$ cat config.mk
export PLATFORM = sky130hd
export DESIGN_NAME = pdm_cic_decimator
export DESIGN_NICKNAME = d
export VERILOG_FILES = /design/src/rtl/pdm_cic_pkg.sv /design/src/rtl/pdm_cic_decimator_clkgen.sv /design/src/rtl/pdm_cic_decimator.sv
export SDC_FILE = /design/constraint.sdc
export NUM_CORES = 1
export LEC_CHECK = 0
export BUFFER_PORTS_ARGS = -buffer_cell sky130_fd_sc_hd__buf_4
export CAP_MARGIN = 20
export CORE_ASPECT_RATIO = 1.1
export CORE_MARGIN = 3
export CORE_UTILIZATION = 47
export DETAILED_ROUTE_END_ITERATION = 8
export SETUP_SLACK_MARGIN = 0.4
export SLEW_MARGIN = 0
export SYNTH_ARGS = -nofsm -noshare
export SYNTH_HDL_FRONTEND = slang
export SYNTH_SLANG_ARGS = --single-unit
$ cat constraint.sdc
create_clock -name CLK -period 4.1 [get_ports CLK]
set_input_delay 0.82 -clock CLK [delete_from_list [all_inputs] [get_ports CLK]]
set_output_delay 0.82 -clock CLK [all_outputs]
set_load 0.01 [all_outputs]
$ cat src/rtl/pdm_cic_pkg.sv
// Shared constants and helpers for the PDM microphone CIC decimator.
package pdm_cic_pkg;

    localparam int MAX_STAGES  = 6;
    localparam int MIN_CLK_DIV = 8;
    localparam int SAT_W       = 64;

    // Accumulator width needed so the CIC gain DEC_RATE^N never overflows,
    // plus a sign bit and one bit of headroom for the +/-1 input mapping.
    function automatic int acc_width(input int n_stages, input int dec_rate);
        return n_stages * $clog2(dec_rate) + 2;
    endfunction

    // Align the accumulator so full scale lands on the output MSB, then clamp
    // to the signed output range. The caller truncates the result to out_w.
    function automatic logic signed [SAT_W-1:0] sat_shift(
        input logic signed [SAT_W-1:0] value,
        input int                      acc_w,
        input int                      out_w
    );
        logic signed [SAT_W-1:0] one;
        logic signed [SAT_W-1:0] shifted;
        logic signed [SAT_W-1:0] maxVal;
        logic signed [SAT_W-1:0] minVal;
        one = 1;
        if (acc_w - 1 > out_w) begin
            shifted = value >>> (acc_w - 1 - out_w);
        end else begin
            shifted = value <<< (out_w - acc_w + 1);
        end
        maxVal = (one <<< (out_w - 1)) - one;
        minVal = -maxVal - one;
        if (shifted > maxVal) begin
            return maxVal;
        end else if (shifted < minVal) begin
            return minVal;
        end
        return shifted;
    endfunction

endpackage

$ cat src/rtl/pdm_cic_decimator_clkgen.sv
// Microphone bit clock divider, M_DATA synchronizer and bit strobe.
module pdm_clk_gen
    import pdm_cic_pkg::*;
#(
    parameter int CLK_DIV = 32
) (
    input  logic i_clk,
    input  logic i_rst_n,
    input  logic i_en,
    input  logic i_mData,
    output logic o_mClk,
    output logic o_strobe,
    output logic o_bit
);

    localparam int               DIV      = (CLK_DIV < MIN_CLK_DIV) ? MIN_CLK_DIV : CLK_DIV;
    localparam int               CNT_W    = $clog2(DIV);
    localparam logic [CNT_W-1:0] CNT_LAST = CNT_W'(DIV - 1);
    localparam logic [CNT_W-1:0] CNT_HALF = CNT_W'(DIV / 2);

    logic [CNT_W-1:0] r_cnt;
    logic [CNT_W-1:0] w_cntNext;
    logic             r_mClk;
    logic [1:0]       r_sync;

    assign w_cntNext = (r_cnt == CNT_LAST) ? '0 : r_cnt + CNT_W'(1);

    // Divider counter and registered M_CLK, low in the first half-period.
    always_ff @(posedge i_clk or negedge i_rst_n) begin
        if (!i_rst_n) begin
            r_cnt  <= '0;
            r_mClk <= 1'b0;
        end else if (!i_en) begin
            r_cnt  <= '0;
            r_mClk <= 1'b0;
        end else begin
            r_cnt  <= w_cntNext;
            r_mClk <= (w_cntNext >= CNT_HALF);
        end
    end

    // Two-flop synchronizer for the asynchronous microphone data line.
    always_ff @(posedge i_clk or negedge i_rst_n) begin
        if (!i_rst_n) begin
            r_sync <= 2'b00;
        end else begin
            r_sync <= {r_sync[0], i_mData};
        end
    end

    assign o_mClk   = r_mClk;
    assign o_strobe = i_en && (r_cnt == CNT_LAST);
    assign o_bit    = r_sync[1];

endmodule

$ cat src/rtl/pdm_cic_decimator.sv
// PDM microphone front end: N-stage CIC decimator with valid/ready output.
module pdm_cic_decimator
    import pdm_cic_pkg::*;
#(
    parameter int   CLK_DIV  = 32,
    parameter int   DEC_RATE = 64,
    parameter int   N_STAGES = 4,
    parameter int   OUT_W    = 16,
    parameter logic LR_SEL   = 1'b0
) (
    input  logic             CLK,
    input  logic             RST_N,
    input  logic             en,
    output logic             M_CLK,
    input  logic             M_DATA,
    output logic             M_LRSEL,
    output logic [OUT_W-1:0] pcm_data,
    output logic             pcm_valid,
    input  logic             pcm_ready,
    output logic             overrun
);

    localparam int                ACC_W     = acc_width(N_STAGES, DEC_RATE);
    localparam int                DCNT_W    = $clog2(DEC_RATE);
    localparam int                WARM_W    = $clog2(MAX_STAGES + 1);
    localparam logic [DCNT_W-1:0] DCNT_LAST = DCNT_W'(DEC_RATE - 1);
    localparam logic [WARM_W-1:0] WARM_DONE = WARM_W'(N_STAGES);

    logic                    w_strobe;
    logic                    w_bit;
    logic                    w_decim;
    logic                    w_result;
    logic                    w_newSample;
    logic signed [ACC_W-1:0] w_inVal;
    logic signed [ACC_W-1:0] w_integLast;
    logic signed [ACC_W-1:0] w_combLast;
    logic [DCNT_W-1:0]       r_dcnt;
    logic [N_STAGES:0]       r_stageVld;
    logic [WARM_W-1:0]       r_warm;
    logic [OUT_W-1:0]        r_pcmData;
    logic                    r_pcmValid;
    logic                    r_overrun;

    pdm_clk_gen #(
        .CLK_DIV (CLK_DIV)
    ) u_clkGen (
        .i_clk    (CLK),
        .i_rst_n  (RST_N),
        .i_en     (en),
        .i_mData  (M_DATA),
        .o_mClk   (M_CLK),
        .o_strobe (w_strobe),
        .o_bit    (w_bit)
    );

    assign w_inVal     = {{(ACC_W-1){~w_bit}}, 1'b1};
    assign w_decim     = w_strobe && (r_dcnt == DCNT_LAST);
    assign w_result    = r_stageVld[N_STAGES];
    assign w_newSample = w_result && (r_warm == WARM_DONE);

    for (genvar g = 0; g < N_STAGES; g++) begin : g_integ
        logic signed [ACC_W-1:0] r_acc;
        logic signed [ACC_W-1:0] w_in;
        if (g == 0) begin : g_first
            assign w_in = w_inVal;
        end else begin : g_next
            assign w_in = g_integ[g-1].r_acc;
        end

        // Integrator stage at the bit rate; wraps freely, the combs undo it.
        always_ff @(posedge CLK or negedge RST_N) begin
            if (!RST_N) begin
                r_acc <= '0;
            end else if (!en) begin
                r_acc <= '0;
            end else if (w_strobe) begin
                r_acc <= r_acc + w_in;
            end
        end
    end

    assign w_integLast = g_integ[N_STAGES-1].r_acc;

    for (genvar g = 0; g < N_STAGES; g++) begin : g_comb
        logic signed [ACC_W-1:0] r_out;
        logic signed [ACC_W-1:0] r_dly;
        logic signed [ACC_W-1:0] w_in;
        if (g == 0) begin : g_first
            assign w_in = w_integLast;
        end else begin : g_next
            assign w_in = g_comb[g-1].r_out;
        end

        // Comb stage fires once per decimated sample, one CLK after its input.
        always_ff @(posedge CLK or negedge RST_N) begin
            if (!RST_N) begin
                r_out <= '0;
                r_dly <= '0;
            end else if (!en) begin
                r_out <= '0;
                r_dly <= '0;
            end else if (r_stageVld[g]) begin
                r_out <= w_in - r_dly;
                r_dly <= w_in;
            end
        end
    end

    assign w_combLast = g_comb[N_STAGES-1].r_out;

    // Decimation counter and the token that walks down the comb pipeline.
    always_ff @(posedge CLK or negedge RST_N) begin
        if (!RST_N) begin
            r_dcnt     <= '0;
            r_stageVld <= '0;
        end else if (!en) begin
            r_dcnt     <= '0;
            r_stageVld <= '0;
        end else begin
            if (w_strobe) begin
                r_dcnt <= r_dcnt + DCNT_W'(1);
            end
            r_stageVld <= {r_stageVld[N_STAGES-1:0], w_decim};
        end
    end

    // Drop the first N_STAGES results while the comb delays fill with real history.
    always_ff @(posedge CLK or negedge RST_N) begin
        if (!RST_N) begin
            r_warm <= '0;
        end else if (!en) begin
            r_warm <= '0;
        end else if (w_result && (r_warm != WARM_DONE)) begin
            r_warm <= r_warm + WARM_W'(1);
        end
    end

    // Output holding register with valid/ready handshake and sticky overrun.
    always_ff @(posedge CLK or negedge RST_N) begin
        if (!RST_N) begin
            r_pcmData  <= '0;
            r_pcmValid <= 1'b0;
            r_overrun  <= 1'b0;
        end else if (!en) begin
            r_pcmData  <= '0;
            r_pcmValid <= 1'b0;
            r_overrun  <= 1'b0;
        end else if (w_newSample) begin
            r_pcmData  <= OUT_W'(sat_shift(SAT_W'(w_combLast), ACC_W, OUT_W));
            r_pcmValid <= 1'b1;
            if (r_pcmValid && !pcm_ready) begin
                r_overrun <= 1'b1;
            end
        end else if (r_pcmValid && pcm_ready) begin
            r_pcmValid <= 1'b0;
        end
    end

    assign pcm_data  = r_pcmData;
    assign pcm_valid = r_pcmValid;
    assign overrun   = r_overrun;
    assign M_LRSEL   = LR_SEL;

endmodule

Word level (Yosys, flattened, before mapping). Cells that the tools add are included.

Bitwise operators: 1. Add/sub/neg operators: 11. Muxes and demuxes: 49. Equality and inequality tests: 13. Reductions and logical operators: 8. Order comparisons: 3.

Operators by type and width (count): 26-bit 2-to-1 mux (24); 64-bit 2-to-1 mux (2); 26-bit subtractor (4); 16-bit 2-to-1 mux (5); 26-bit adder (3); 64-bit by 16-bit greater-than comparator with 1-bit output (second input constant) (1); 64-bit by 16-bit less-than comparator with 1-bit output (second input constant) (1); 26-bit by 2-bit adder with 26-bit output (1); 2-bit by 1-bit != test with 1-bit output (second input constant) (8); 5-bit 2-to-1 mux (3); 6-bit 2-to-1 mux (2); 1-bit 2-to-1 mux (11); 6-bit by 1-bit adder with 6-bit output (second input constant) (1); 6-bit equality test (second input constant) (1); 1-bit logical AND (6); 3-bit 2-to-1 mux (2); 5-bit by 1-bit adder with 5-bit output (second input constant) (1); 5-bit equality test (second input constant) (1); 5-bit greater-or-equal comparator (second input constant) (1); 3-bit by 1-bit adder with 3-bit output (second input constant) (1); 3-bit equality test (second input constant) (1); 3-bit by 1-bit != test with 1-bit output (second input constant) (1); 3-bit != test (second input constant) (1); 2-bit AND reduction (1); other kinds (2) (2).

Logic and storage cells: 106. Input port bits: 5. Register bits after elaboration: 352.

Logic depth before layout (Yosys ltp). Gate-level depths: netlist of run 1.

Depth in word-level cells: 12. Mapped depth: 13.

Modules after synthesis. From an unflattened synthesis of run 1, not the netlist that was laid out.

Cells, all modules: 2512. Area, all modules: 23012.1 sq um.

By module, submodules not included: pdm_cic_decimator (area each 22728.0 sq um, cells an instance 2491, instances 1); pdm_clk_gen (area each 284.0 sq um, cells an instance 21, instances 1).

Least setup slack after synthesis of run 1. OpenSTA, ideal clock, no wires.

Path type: register to register. Start: register u_clkGen.r_sync[1]. End: register g_integ[0].r_acc[24]. Data arrival time: 2.834 ns. Cell stages (with the launch flop): 13. Required time: 3.963 ns. Path slack: 1.129 ns. Setup time: 0.137 ns. Cells stage by stage: dfrtp_1 > inv_1 > ha_1 > a21o_1 > a21o_1 > a21o_1 > a21oi_1 > nor2b_1 > a311oi_1 > o21ai_0 > a21oi_1 > xor2_1 > a21oi_1.

Cells in the longest elaborated chain, start to end: 4.

RTL lines: start: declaration (line pdm_cic_decimator_clkgen.sv:24) `logic [1:0] r_sync;`; start signal: assignment (line pdm_cic_decimator_clkgen.sv:47) `r_sync <= {r_sync[0], i_mData};`; 1-bit NOT (line pdm_cic_decimator.sv:56) `assign w_inVal = {{(ACC_W-1){~w_bit}}, 1'b1};`; 26-bit by 2-bit adder with 26-bit output (line pdm_cic_decimator.sv:77) `r_acc <= r_acc + w_in;`; 26-bit 2-to-1 mux (line pdm_cic_decimator.sv:76) `end else if (w_strobe) begin`; 26-bit 2-to-1 mux (line pdm_cic_decimator.sv:74) `end else if (!en) begin`; end signal: assignment (line pdm_cic_decimator.sv:77); end: declaration (line pdm_cic_decimator.sv:62) `logic signed [ACC_W-1:0] r_acc;`.

Every way passes these cells. The select of a mux whose other input is x is not followed. A chain may end at the register's enable or synchronous reset.

Worst setup path in the final report of run 1. Ends and elaborated chain as after synthesis.

==> results.md, run 1 <==
- Number of buffers created by CTS: 41
- Initial core utilization: 47.69%
- Pin count of the biggest net entering global routing: 107
- Most common cell after layout, fill and taps aside: dfrtp_1
- Worst EP required: 4.52 ns
- Met3 GRT Util: 3.109%
- Clock Path Buffers: 3
- CP Data Arrival Time: 3.72 ns
- Antenna diode count: 0
- GRT Max-Usage Layer: met2
- Post-CTS Setup Bufs: 0
- Max frequency: 303.4 MHz
- Syn nets: 2732
- GRT met2 Usage: 35.92%
- Status: finished clean
- Post-DP HPWL: 37930 um
- Initial antenna violation count: 0
- P&R area growth vs syn: 10.13%
- Post-synth top area share: 36.52%
- GRT overflow: 0
- Final layout net count: 2722
- Ys Warns: 0
- Setup tns final: 0 ns
- Router iterations before antenna repair: 5
- RR Startpoint: u_clkGen.r_sync[1]
- Starting DRT DRC Count: 908
- Die Width: 218.9 um
- Hold Crit Class: primary input to asynchronous set/reset pin
- R2R Setup Slk: 0.80 ns
- CTS Root Buffer Type: clkbuf_16
- GRT Util Overall: 20.59%
- Vias per cell: 5.496
- Final Hold Vio Count: 0
- Async set-reset flop share out of synthesis: 100.0%
- Crit start category: register
- Worst Clk Skew: 0.009520 ns
- Vias in the first global route: 17770
- CORE AREA: 49130 um^2
- H-tree depth: 2
- Unique masters post-synth: 72
- Main synth FF type: dfrtp_1
- DRC: 0
- Leak pwr: 11.92 nW
- Total die area: 52580 um^2
- Synthesized flop and latch total: 342
- Crit. End Element: register
- Post-Syn Area per Cell: 9.310 um^2
- Min Clock Period, post-route: 3.296 ns
- Clk sinks: 342
- Pwr Density: 295.7 nW/um^2
- Worst-skew pair later-pin latency: 0.56 ns
- Post-CTS sizing: 0
- CTS clk-pin slew, worst paths: 0.06 ns
- Final Setup Violations: 0
- First-pass GRT wire length: 89830 um
- Post-Syn Instances: 2517
- Critical path class: register to register
- IO Pins: 25
- Cell taking the most area after synthesis: dfrtp_1
- RePlAce Congestion: 0.8687
- FF-to-FF path depth: 12
- Routing usage on met1: 26.63%
- Die extent in y: 240.2 um
- Synth top area cells: dfrtp_1 37%, ha_1 11%, mux2i_1 8.2%, nor2b_1 6.2%, xnor2_1 3.8%
- Port bufs: 23
- Total vias in the final route: 17540
- Most frequent cells in the layout: 338 x dfrtp_1, 230 x nor2b_1, 202 x ha_1
- FP Rows: 85
- RSZ-0062 raised after global routing: false
- Max_slew headroom: 35.78%
- Least-Margin Pin Slew: 0.9600 ns
- Finished Cell Area: 25810 um^2
- Seq/Total Area, Yosys: 36.52%
- Drt wl/cell: 16.50 um
- Antenna viol nets, final: 0
- FILL cells: 4542
- Fraction of layout cells with a size suffix above 1: 5.709%
- Worst R2R End: g_integ[0].r_acc[24]
- Critical path peak fanout: 13
- Synthesized cell area: 23430 um^2
- Post-Route WL: 52680 um
- Max cap viols: 0
- Final worst-path cycle share: 80.39%
- Placed instance area: 24290 um^2
- Slew Viols, Final: 0
- Hold buffers post-CTS: 0
- Clock tree from TritonCTS: yes
- Max VDD drop: 345.9 uV
- Post-synth EDFFs: 0
routing by layer:
layer  routed length (um)  up-vias
met5                    0        -
met4                 1260        0
met3                 1578       84
met2                25620      223
met1                24220     8402
li1                     -     8833
cells by family (layout without fill, tap and decap cells):
kind of cell	after synthesis	after routing	share of synthesized area, %
fa+ha+maj	210	210	11.44
compound gates	609	609	16.99
buf+inv	249	272	4.026
flops	342	342	36.52
other cells	1	1	0.01600
simple gates	745	745	16.47
mux	194	194	8.292
xor+xnor	167	167	6.242
per-stage QoR:
stage | power [W] | worst slack [ns] | hold WS (ns) | std cells | util, %
final | 0.007632 | 0.8039 | 0.2090 | 3192 | 52.52
after global routing | 0.007886 | 0.4224 | 0.2248 | 3192 | 52.52
after CTS | 0.007750 | 0.8501 | 0.2139 | 3192 | 52.52
after detailed placement | 0.003670 | 0.8836 | 0.3898 | 3116 | 49.44
after global placement | 0.003666 | 0.9240 | 0.3966 | 3116 | 49.44
after floorplan | 0.003553 | 1.129 | 0.3312 | 2517 | -
registers in the layout (all words and copies together), names as in the netlist:
name             count
g_comb.r_out        95
u_clkGen.r_cnt       5
overrun              1
g_integ.r_acc       78
r_warm               3
u_clkGen.r_sync      2
g_comb.r_dly       104
pcm_data            16
r_dcnt               6
pcm_valid            1
r_stageVld           5
g_comb.w_in         26
area by class of cell:
| cell class | count | area [um^2] | area share (%) |
|---|---|---|---|
| Sequential cell | 342 | 8563 | 33.18 |
| Clock buffer | 60 | 1280 | 4.960 |
| Timing Repair Buffer | 41 | 381.6 | 1.479 |
| Inverter | 155 | 581.8 | 2.254 |
| Tap cell | 652 | 815.8 | 3.161 |
| Multi-Input combinational cell | 1926 | 13950 | 54.06 |
| Clock inverter | 16 | 234.0 | 0.9066 |
cells in the mapped netlist, types with 20 or more instances:
library cell and n:
nand2b_1 38, o21a_1 28, a21oi_1 135, nand2_1 199, nor3_1 25, a21o_1 85, xnor2_1 102, mux2i_1 193
nor2b_1 231, dfrtp_1 342, a31oi_1 20, nor2_1 104, nand3_1 52, nand4_1 21, ha_1 203, inv_1 155
xor2_1 65, o21ai_0 151, clkbuf_1 78, o211a_1 21, o211ai_1 21, a211oi_1 21
report_power, final:
group,switching [W],internal [W]
clock network,0.00149,0.00254
registers,0.00000239,0.00338
logic,0.000153,0.0000664
total,0.00165,0.00599
critical path: stages (launching register included):
cell,delay [ns]
dfrtp_1,0.39
inv_1,0.35
ha_1,0.37
a21oi_1,0.19
nand4b_1,0.16
nand3_1,0.12
nand2_1,0.11
o21ai_0,0.20
a311oi_1,0.60
o21ai_0,0.20
a21oi_1,0.20
xor2_1,0.17
a21oi_1,0.08
worst max path at each step:
stage / startpoint / endpoint / depth (start not counted)
2_1_floorplan: u_clkGen.r_sync[1] / g_integ[0].r_acc[24] / 12
3_3_place_gp: u_clkGen.r_sync[1] / g_integ[0].r_acc[24] / 12
5_1_grt: u_clkGen.r_sync[1] / g_integ[0].r_acc[24] / 12
3_5_place_dp: u_clkGen.r_sync[1] / g_integ[0].r_acc[24] / 12
6_report: u_clkGen.r_sync[1] / g_integ[0].r_acc[24] / 12
4_1_cts: u_clkGen.r_sync[1] / g_integ[0].r_acc[24] / 12
(Power assumes the default switching activity.)
==> run 2: changes to the inputs <==
--- a/config.mk
+++ b/config.mk
@@ -5,6 +5,7 @@
 export SDC_FILE = /design/constraint.sdc
 export NUM_CORES = 1
 export LEC_CHECK = 0
+export ABC_AREA = 1
 export BUFFER_PORTS_ARGS = -buffer_cell sky130_fd_sc_hd__buf_4
 export CAP_MARGIN = 20
 export CORE_ASPECT_RATIO = 1.1
==> constraint.sdc (replaced) <==
create_clock -name CLK -period 3.5 [get_ports CLK]
set_input_delay 0.7 -clock CLK [delete_from_list [all_inputs] [get_ports CLK]]
set_output_delay 0.7 -clock CLK [all_outputs]
set_load 0.01 [all_outputs]
==> run 2 against run 1 <==
  * Critical path depth unchanged
  * Via count is 41% higher
  * Total power increased by 14%
  * Highest routed layer unchanged
  * Clock skew is 0.019 ns higher
  * Routed wire length is 39% higher
  * Core utilization shrank 0.46 points
  * Largest cell class unchanged
  * Synthesized cell count increased by 62%
  * Register-to-register slack better by 0.08 ns
  * Setup slack better by 0.081 ns
  * Clock power up 12%
  * Flip-flop and latch count did not move
==> results.md, run 2 <==
- Status: finished clean
- Most frequent cells in the layout: 1477 x nand2_1, 683 x inv_1, 342 x dfrtp_1
- Worst R2R End: g_integ[0].r_acc[18]
- Worst EP required: 3.96 ns
- Register share of total power: 45.5%
- Clock power frac: 51.7%
- Most flops, register: g_comb.r_dly
- Synthesized cell area: 26250 um^2
- R2R Setup Slk: 0.89 ns
- FF-to-FF path depth: 12
- Vias in the first global route: 23220
- Antenna diode count: 0
- Unique masters post-synth: 39
- WP buf/inv: 1
- Crit start category: register
- CTS clk-pin slew, worst paths: 0.06 ns
- Number of buffers created by CTS: 42
- Slowest CP cell: inv_1
- Antenna viol nets, final: 0
- Power, Total: 0.008715 W
- Min Clock Period, post-route: 2.615 ns
- Fraction of layout cells with a size suffix above 1: 3.225%
- Synthesized flop and latch total: 342
- CTS Root Buffer Type: clkbuf_16
- Least-Margin Pin Slew: 0.8764 ns
- Most common cell after layout, fill and taps aside: nand2_1
- Setup tns final: 0 ns
- Max reg flops: 104
- Initial core utilization: 47.66%
- Syn nets: 4286
- Placed instance area: 27230 um^2
- Seq. cell area: 8558 um^2
- Post-synth top area share: 32.61%
- GRT Util Overall: 25.06%
- Total die area: 58720 um^2
- Worst Clk Skew: 0.02823 ns
- First-pass GRT wire length: 120700 um
- Die extent in y: 253.8 um
- Pwr Density: 304.0 nW/um^2
- Synth top area cells: dfrtp_1 33%, nand2_1 21%, inv_1 9.8%, ha_1 9.7%, nand3_1 4.4%
- Post-synth EDFFs: 0
- Starting DRT DRC Count: 1671
- GRT overflow: 0
- Pin count of the biggest net entering global routing: 82
- CP peak stage delay: 0.64 ns
- Leak pwr: 16.26 nW
- Post-CTS Setup Bufs: 0
- Max VDD drop: 509.2 uV
- RSZ-0062 raised after global routing: false
- Post-DP HPWL: 57800 um
- Max frequency: 382.5 MHz
- Seq/Total Area, Yosys: 32.61%
- Final Setup Violations: 0
- Vias per cell: 5.082
- CP Data Arrival Time: 3.07 ns
- Final layout net count: 4307
- FILL cells: 5721
- Final worst-path cycle share: 74.70%
- CORE AREA: 55070 um^2
- Psw: 0.001973 W
- Post-Route WL: 73320 um
- Die Width: 231.3 um
- Cell taking the most area after synthesis: dfrtp_1
- Ys Warns: 0
- Switch share: 22.64%
- Finished Cell Area: 28670 um^2
- Top delay family on crit path: simple AND/OR/NAND/NOR gates
- Initial antenna violation count: 0
- Critical path cell sequence: inv_1 > ha_1 > a21oi_1 > nand2_1 > nand2_1 > nand2_1 > nand2_1 > nand2_1 > nand2_1 > nand3_1 > nand3_1 > nand2_1
- H-tree depth: 2
- Area of the multi-input gates: 14750 um^2
- Most frequent cells after synthesis: 1477 x nand2_1, 683 x inv_1, 342 x dfrtp_1
- Worst-skew pair later-pin latency: 0.57 ns
- Clock Path Buffers: 3
- Final Hold Vio Count: 0
- Post-CTS sizing: 0
- Hold buffers post-CTS: 0
- Clk sinks: 342
- Crit. End Element: register
- Most frequent cell after synthesis: nand2_1
- Fin util: 52.06%
- Slew Viols, Final: 0
- Critical path peak fanout: 25
- Critical path class: register to register
- Most used cell, CP: nand2_1
- Drt wl/cell: 15.09 um
- Hold Crit Class: primary input to asynchronous set/reset pin
- Total vias in the final route: 24700
- P&R area growth vs syn: 9.229%
- Main synth FF type: dfrtp_1
- Post-Syn Area per Cell: 6.447 um^2
- RR Startpoint: u_clkGen.r_sync[1]
- Clock tree from TritonCTS: yes
- FP Rows: 90
- Combinational share of power: 2.9%
- Internal Dissipation: 0.006742 W
- DRC: 0
- Port bufs: 23
- IO Pins: 25
- RePlAce Congestion: 0.9302
- Async set-reset flop share out of synthesis: 100.0%
- Max_slew headroom: 41.51%
- Max cap viols: 0
- Router iterations before antenna repair: 7
- Biggest regs: g_comb.r_dly x104, g_comb.r_out x95, g_integ.r_acc x78
- Post-Syn Instances: 4071
==> run 2: cell families after synthesis <==
| family | count (synthesis) | synth area share [%] |
|---|---|---|
| xor gates and xnor gates | 17 | 0.5673 |
| other | 1 | 0.01429 |
| and+or+nand+nor | 2131 | 32.76 |
| adders and majority gates | 210 | 10.21 |
| DFF | 342 | 32.61 |
| buffers and inverters | 759 | 11.18 |
| AOI/OAI and AO/OA | 611 | 12.66 |
==> run 2: worst max path at each step <==
stage                                end  cells past startpoint  slack (ns)                from
floorplan           g_integ[0].r_acc[18]                     12        1.41  u_clkGen.r_sync[1]
finish              g_integ[0].r_acc[18]                     12        0.89  u_clkGen.r_sync[1]
global route        g_integ[0].r_acc[12]                     11        0.63  u_clkGen.r_sync[1]
detailed placement   g_comb[0].r_dly[13]                      5        0.85                  en
CTS                 g_integ[0].r_acc[18]                     12        0.89  u_clkGen.r_sync[1]
global placement     g_comb[0].r_dly[20]                      5        0.94                  en
==> run 2: area by class of cell <==
class / count / share of cell area, %
timing repair buffer: 42 / 1.388
tap: 736 / 3.212
multi-input combinational: 2970 / 51.46
clock inverter: 13 / 0.5674
inverter: 694 / 9.087
sequential: 342 / 29.85
clock buffer: 63 / 4.434
==> run 2: layer usage <==
metal	vias to the layer above	wire, um	track usage (%)
met5	-	0	0
met4	0	1693	6.358
met3	99	3168	3.038
met2	467	34260	42.56
met1	11180	34200	34.05
li1	12960	-	-
==> run 2: power by group through the flow <==
stage | combinational (W) | sequential [W] | clock, W
after floorplan | 0.000123 | 0.00403 | 0
after global placement | 0.000257 | 0.00403 | 0
after detailed placement | 0.000259 | 0.00403 | 0
after CTS | 0.000260 | 0.00396 | 0.00464
after global routing | 0.000288 | 0.00396 | 0.00478
final | 0.000249 | 0.00396 | 0.00450
==> run 2: worst register-to-register path: cells and delay by family, from the launching register on <==
| kind | cells | cell delay, ns |
|---|---|---|
| fa+ha+maj | 1 | 0.44 |
| buf+inv | 1 | 0.64 |
| simple gates | 9 | 0.89 |
| compound gates | 1 | 0.16 |
| flops | 1 | 0.38 |
==> run 2: per-stage QoR <==
stage | std cells | setup WS [ns] | hold WS (ns)
floorplan | 4071 | 1.413 | 0.3312
global placement | 4784 | 0.9354 | 0.3503
detailed placement | 4784 | 0.8542 | 0.3480
CTS | 4860 | 0.8865 | 0.1318
global route | 4860 | 0.6330 | 0.1624
finish | 4860 | 0.8854 | 0.1311
